`src/rtl/cam_table_controller.sv`:
```
// MAC-to-port table with serialised learn/lookup access, one entry searched per cycle.
// Define CAM_AGING_EN to enable per-entry aging driven by age_tick.
module cam_table_controller #(
   parameter int unsigned NUMBER_OF_ENTRIES = 16,
   parameter int unsigned PORT_WIDTH        = 4,
   localparam int unsigned IW               = $clog2(NUMBER_OF_ENTRIES)
) (
   input  logic                  clock,
   input  logic                  reset_n,
   input  logic                  learn_request,
   input  logic [47:0]           learn_mac,
   input  logic [PORT_WIDTH-1:0] learn_port,
   output logic                  learn_ack,
   input  logic                  lookup_request,
   input  logic [47:0]           lookup_mac,
   output logic                  lookup_ack,
   output logic                  lookup_hit,
   output logic [PORT_WIDTH-1:0] lookup_port,
   input  logic                  age_tick,
   output logic [IW:0]           entry_count
);
   localparam int unsigned N = NUMBER_OF_ENTRIES;

   typedef enum logic [2:0] {S_IDLE, S_LOOKUP_SCAN, S_LEARN_SCAN, S_LEARN_COMMIT, S_AGE} state_t;

   state_t                state_q, state_d;
   logic                  valid_q [N];
   logic [47:0]           mac_q [N];
   logic [PORT_WIDTH-1:0] port_q [N];
   logic [IW-1:0]         index_q, rp_q, match_idx_q, free_idx_q;
   logic                  match_found_q, free_found_q, last_served_q;
   logic [47:0]           op_mac_q;
   logic [PORT_WIDTH-1:0] op_port_q;
   logic                  learn_ack_q, lookup_ack_q, lookup_hit_q;
   logic [PORT_WIDTH-1:0] lookup_port_q;
   logic [IW:0]           entry_count_q;

   logic                  tick_pending;
   logic [N-1:0]          expire;
   logic [IW:0]           aged_out;
   logic                  grant_lookup, grant_learn, lookup_ok, learn_ok;
   logic                  entry_match, last_index, op_multicast, scan_hit, lookup_done;
   logic [IW-1:0]         commit_idx;
   logic                  commit_new, commit_store;

   assign entry_match  = valid_q[index_q] && (mac_q[index_q] == op_mac_q);
   assign last_index   = (index_q == IW'(N - 1));
   assign op_multicast = op_mac_q[40];
   assign scan_hit     = !op_multicast && entry_match;
   assign lookup_done  = (state_q == S_LOOKUP_SCAN) && (op_multicast || entry_match || last_index);
   // Existing entry first, then lowest free slot, else round-robin victim.
   assign commit_idx   = match_found_q ? match_idx_q : (free_found_q ? free_idx_q : rp_q);
   assign commit_new   = !match_found_q && free_found_q;
   assign commit_store = !op_multicast;

   always_comb begin
      state_d      = state_q;
      grant_lookup = 1'b0;
      grant_learn  = 1'b0;
      // A requester still seeing its ack has not yet had the chance to drop its request.
      lookup_ok    = lookup_request && !lookup_ack_q;
      learn_ok     = learn_request && !learn_ack_q;
      unique case (state_q)
         S_IDLE: begin
            if (tick_pending) begin
               state_d = S_AGE;
            end else if (lookup_ok && (!learn_ok || last_served_q)) begin
               grant_lookup = 1'b1;
               state_d      = S_LOOKUP_SCAN;
            end else if (learn_ok) begin
               grant_learn = 1'b1;
               state_d     = S_LEARN_SCAN;
            end
         end
         S_LOOKUP_SCAN:  if (lookup_done) state_d = S_IDLE;
         S_LEARN_SCAN:   if (last_index) state_d = S_LEARN_COMMIT;
         S_LEARN_COMMIT: state_d = S_IDLE;
         S_AGE:          state_d = S_IDLE;
         default:        state_d = S_IDLE;
      endcase
   end

`ifdef CAM_AGING_EN
   logic [1:0] age_q [N];
   logic       tick_pending_q;

   assign tick_pending = tick_pending_q;

   always_comb begin
      expire   = '0;
      aged_out = '0;
      for (int i = 0; i < N; i++) begin
         expire[i] = (state_q == S_AGE) && valid_q[i] && (age_q[i] == 2'd3);
         if (expire[i]) aged_out = aged_out + (IW + 1)'(1);
      end
   end

   always_ff @(posedge clock) begin
      if (!reset_n) begin
         tick_pending_q <= 1'b0;
         for (int i = 0; i < N; i++) age_q[i] <= 2'd0;
      end else begin
         // A tick seen while one is already pending merges into it.
         if (state_q == S_IDLE && tick_pending_q) tick_pending_q <= 1'b0;
         else if (age_tick) tick_pending_q <= 1'b1;
         if (state_q == S_AGE) begin
            for (int i = 0; i < N; i++) begin
               if (valid_q[i] && age_q[i] != 2'd3) age_q[i] <= age_q[i] + 2'd1;
            end
         end
         if (state_q == S_LOOKUP_SCAN && scan_hit) age_q[index_q] <= 2'd0;
         if (state_q == S_LEARN_COMMIT && commit_store) age_q[commit_idx] <= 2'd0;
      end
   end
`else
   logic unused_age_tick;
   assign unused_age_tick = age_tick;
   assign tick_pending    = 1'b0;
   assign expire          = '0;
   assign aged_out        = '0;
`endif

   always_ff @(posedge clock) begin
      if (!reset_n) begin
         state_q       <= S_IDLE;
         index_q       <= '0;
         rp_q          <= '0;
         match_idx_q   <= '0;
         free_idx_q    <= '0;
         match_found_q <= 1'b0;
         free_found_q  <= 1'b0;
         last_served_q <= 1'b1;
         op_mac_q      <= '0;
         op_port_q     <= '0;
         learn_ack_q   <= 1'b0;
         lookup_ack_q  <= 1'b0;
         lookup_hit_q  <= 1'b0;
         lookup_port_q <= '0;
         entry_count_q <= '0;
         for (int i = 0; i < N; i++) begin
            valid_q[i] <= 1'b0;
            mac_q[i]   <= '0;
            port_q[i]  <= '0;
         end
      end else begin
         state_q      <= state_d;
         learn_ack_q  <= 1'b0;
         lookup_ack_q <= 1'b0;
         if (grant_lookup || grant_learn) begin
            index_q       <= '0;
            match_found_q <= 1'b0;
            free_found_q  <= 1'b0;
            last_served_q <= grant_learn;
            op_mac_q      <= grant_learn ? learn_mac : lookup_mac;
            op_port_q     <= learn_port;
         end
         if (state_q == S_LOOKUP_SCAN || state_q == S_LEARN_SCAN) index_q <= index_q + IW'(1);
         if (state_q == S_LEARN_SCAN) begin
            if (!match_found_q && entry_match) begin
               match_found_q <= 1'b1;
               match_idx_q   <= index_q;
            end
            if (!free_found_q && !valid_q[index_q]) begin
               free_found_q <= 1'b1;
               free_idx_q   <= index_q;
            end
         end
         if (lookup_done) begin
            lookup_ack_q  <= 1'b1;
            lookup_hit_q  <= scan_hit;
            lookup_port_q <= scan_hit ? port_q[index_q] : '0;
         end
         if (state_q == S_LEARN_COMMIT) begin
            learn_ack_q <= 1'b1;
            if (commit_store) begin
               valid_q[commit_idx] <= 1'b1;
               mac_q[commit_idx]   <= op_mac_q;
               port_q[commit_idx]  <= op_port_q;
               if (!match_found_q && !free_found_q) rp_q <= rp_q + IW'(1);
            end
         end
         for (int i = 0; i < N; i++) begin
            if (expire[i]) valid_q[i] <= 1'b0;
         end
         if (state_q == S_LEARN_COMMIT && commit_store && commit_new) begin
            entry_count_q <= entry_count_q + (IW + 1)'(1);
         end else if (state_q == S_AGE) begin
            entry_count_q <= entry_count_q - aged_out;
         end
      end
   end

   assign learn_ack   = learn_ack_q;
   assign lookup_ack  = lookup_ack_q;
   assign lookup_hit  = lookup_hit_q;
   assign lookup_port = lookup_port_q;
   assign entry_count = entry_count_q;

endmodule

```
`config.mk`:
```
export PLATFORM = sky130hd
export DESIGN_NAME = cam_table_controller
export DESIGN_NICKNAME = d
export VERILOG_FILES = /design/src/rtl/cam_table_controller.sv
export SDC_FILE = /design/constraint.sdc
export NUM_CORES = 1
export LEC_CHECK = 0
export CAP_MARGIN = 30
export CORE_UTILIZATION = 30
export CTS_BUF_LIST = sky130_fd_sc_hd__clkbuf_4
export CTS_CLUSTER_DIAMETER = 50
export DETAILED_ROUTE_END_ITERATION = 12
export PLACE_DENSITY = 0.52
export SLEW_MARGIN = 20
export SYNTH_ARGS = -nofsm -noshare
export SYNTH_HDL_FRONTEND = slang
export SYNTH_SLANG_ARGS = --single-unit
```
`constraint.sdc`:
```
create_clock -name clock -period 8.7 [get_ports clock]
set_input_delay 2.175 -clock clock [delete_from_list [all_inputs] [get_ports clock]]
set_output_delay 2.175 -clock clock [all_outputs]
set_load 0.02 [all_outputs]
```
==> reports/qor.yml <==
vias_per_cell: 4.911
worst_pin_slew_ns: 1.053
cp_slowest_stage_delay_ns: 0.73
synth_edf_count: 832
dp.cells: 4799
io_pins: 117
setup-tns-final_ns: 0
crit_chain: "buf_4, mux4_1, mux4_2, xnor2_1, nand2_1, nor3_1, o2111ai_1, nor4_4, nand4b_4, mux2i_1, nor2_1"
row_count: 138
overflow: 0
routedWlPerCell_um: 25.05
peakVddDrop_uv: 158.1
crit_buf_inv: 1
layout-drive-gt1-share: 0.2314
syn_inst: 2968
gp_congestion: 0.7534
die_h_um: 380.4
fmax_mhz: 186.1
p_leak_uw: 0.01840
maxSlewViolCount: 0
clk_pin_slew_ns: 0.07
synth_seq_cells: 937
synth-seq-area-share: 0.6304
clk_latency_ns: 1.19
cp-end-kind: "flip-flop"
power.total_uw: 11630
critical_path_required_ns: 9.70
core_um2: 141800
cpMaxStageDelayCell: "xnor2_1"
power_density_nw_per_um2: 231.9
io_buffers: 115
drt_first_pass_iters: 5
cts_hold_buf: 0
yosysWarnings: 0
cts_max_path_buffers: 4
pre_cts_ws_ns: 3.418
dieArea_um2: 144700
multiInputGateArea_um2: 14850
path_max_fanout: 33
setup_viol: 0
cts_max_level: 5
cts.sinks: 937
worst-setup-path-type: "flip-flop to flip-flop"
hold_viol: 0
maxCapViolations: 0
routed_wl_um: 132800
final_util: 0.3536
first_global_vias: 26790
fillers: 13620
final_cells: 5300
start_kind: "flip-flop"
hpwlAfterDp_um: 72000
antenna_found_initial: 11
num_vias: 26030
clock_skew_ns: 0.09399
grt_first_pass_wirelength_um: 189500
critical_path_arrival_ns: 6.37
drc: 0
finalCriticalPeriod_ns: 5.373
hold_path_class: "flip-flop to flip-flop"
cts_tree: "yes"
ant_nets: 0
die_w_um: 380.4
grtUsageTotal: 0.1827
synth_cell_types: 70
grt_setup_unrepaired: "no"
synth_area_per_cell_um2: 14.48
root_buffer: "clkbuf_4"
post_cts_buffers: 0
finalCritPeriodShare: 0.6176
finalWorstSetupSlack_ns: 3.327
syn_area_um2: 42960
relSlewSlack: 0.2801
async_reset_ff_frac: 0
cts-resized-gates: 0
status: "finished, final reports clean"
ys.flop_type: "edfxtp_1"
nets: 3317
area_growth_pct: 16.66
drtIter0Drc: 2225
initial_utilization: 0.3031
layout.area.seq_um2: 27100
grt_max_degree: 84
cts_inserted_buffers: 291
path_delay_family: "simple AND/OR/NAND/NOR gates"
==> path summary, 6_finish.rpt <==
path | startpoint | end | slack [ns] | depth (start not counted)
setup reg to reg | flip-flop | match_idx_q[2] | 3.33 | 11
hold / removal | valid_q[2] | valid_q[2] | 0.45 | 1
setup / recovery | flip-flop | match_idx_q[2] | 3.33 | 11
hold reg to reg | valid_q[2] | valid_q[2] | 0.45 | 1
==> worst register-to-register path, delay by kind of cell (launching register included) <==
kind,cells,cell delay [ns]
muxes,3,1.34
buffers and inverters,1,0.69
xor gates and xnor gates,1,0.73
and+or+nand+nor,5,1.43
DFF,1,0.62
AOI/OAI and AO/OA,1,0.37
==> cell usage after synthesis, drive strengths merged, types with 4 or more instances <==
| cell | n | area (um2) |
|---|---|---|
| edfxtp | 832 | 24980 |
| nand2 | 83 | 314.1 |
| xor2 | 26 | 227.7 |
| nand4 | 9 | 56.30 |
| a22oi | 11 | 82.58 |
| a2111oi | 4 | 35.03 |
| inv | 11 | 41.29 |
| nand2b | 4 | 25.02 |
| nor4 | 6 | 58.80 |
| nor2 | 101 | 379.1 |
| ha | 7 | 87.58 |
| buf | 99 | 620.6 |
| o22ai | 10 | 62.56 |
| a221oi | 14 | 122.6 |
| xnor2 | 31 | 271.5 |
| a21o | 16 | 120.1 |
| nand3b | 4 | 30.03 |
| nor2b | 10 | 62.56 |
| a22o | 13 | 113.9 |
| or3 | 4 | 25.02 |
| a31oi | 8 | 50.05 |
| a21oi | 19 | 95.09 |
| o21ai | 33 | 165.2 |
| mux4 | 186 | 4227 |
| mux2 | 8 | 90.09 |
| a211oi | 51 | 382.9 |
| mux2i | 178 | 1782 |
| nor3 | 43 | 220.2 |
| clkbuf | 191 | 721.9 |
| and3 | 13 | 81.33 |
| nand3 | 12 | 60.06 |
| nor3b | 6 | 50.05 |
| and2 | 790 | 4942 |
| dfxtp | 105 | 2102 |
==> per-stage QoR <==
stage	hold slack [ns]	cell area, um2
after floorplan	0.4179	43020
after global placement	0.4242	46330
after detailed placement	0.4328	46500
after CTS	0.4469	50020
after global routing	0.4601	50110
final	0.4501	50120
==> logic make-up (layout without fill, tap and decap cells) <==
logic type,after synthesis,after routing,share of synthesized area
compound gates,198,198,0.03273
xor+xnor,57,57,0.01162
fa+ha+maj,7,7,0.002038
buf+inv,304,717,0.03247
flops,937,937,0.6304
mux,372,372,0.1419
other cells,1,30,0.00008728
simple gates,1092,1092,0.1487
==> report_power, final <==
group          total, uW  internal [uW]  switching, uW
clock network       4270           2340           1930
registers           5420           5100            316
logic               1930            779           1150
==> state kept, by name, indices dropped and copies added (netlist names), 5 cells and up, named ones only <==
signal       count
entry_count      5
mac_q          768
op_mac_q        48
port_q          64
valid_q         16
==> placed cells by master, fill, tap and decap left out, types with 51 or more instances in the layout <==
| master | synthesis | layout |
|---|---|---|
| nor2_1 | 101 | 85 |
| mux2i_1 | 178 | 178 |
| edfxtp_1 | 832 | 832 |
| buf_4 | 16 | 85 |
| dfxtp_1 | 105 | 101 |
| clkdlybuf4s50_1 | 0 | 114 |
| a211oi_1 | 51 | 51 |
| clkbuf_4 | 1 | 433 |
| nand2_1 | 82 | 81 |
| mux4_2 | 176 | 176 |
| and2_1 | 789 | 789 |
==> area by class of cell <==
type,instances,area share
Clock inverter,51,0.005517
Tap cell,1890,0.04718
Multi-Input combinational cell,1742,0.2964
Sequential cell,937,0.5407
Antenna cell,14,0.0006990
Inverter,14,0.001098
Timing Repair Buffer,219,0.04359
Clock buffer,433,0.06485
==> per-layer routing <==
layer,routed length (um),track usage,vias to the layer above
li1,-,-,11500
met1,57290,0.2426,13280
met2,62510,0.2932,998
met3,9235,0.03735,252
met4,3683,0.06870,4
met5,31,0,-
(Power assumes the default switching activity.)
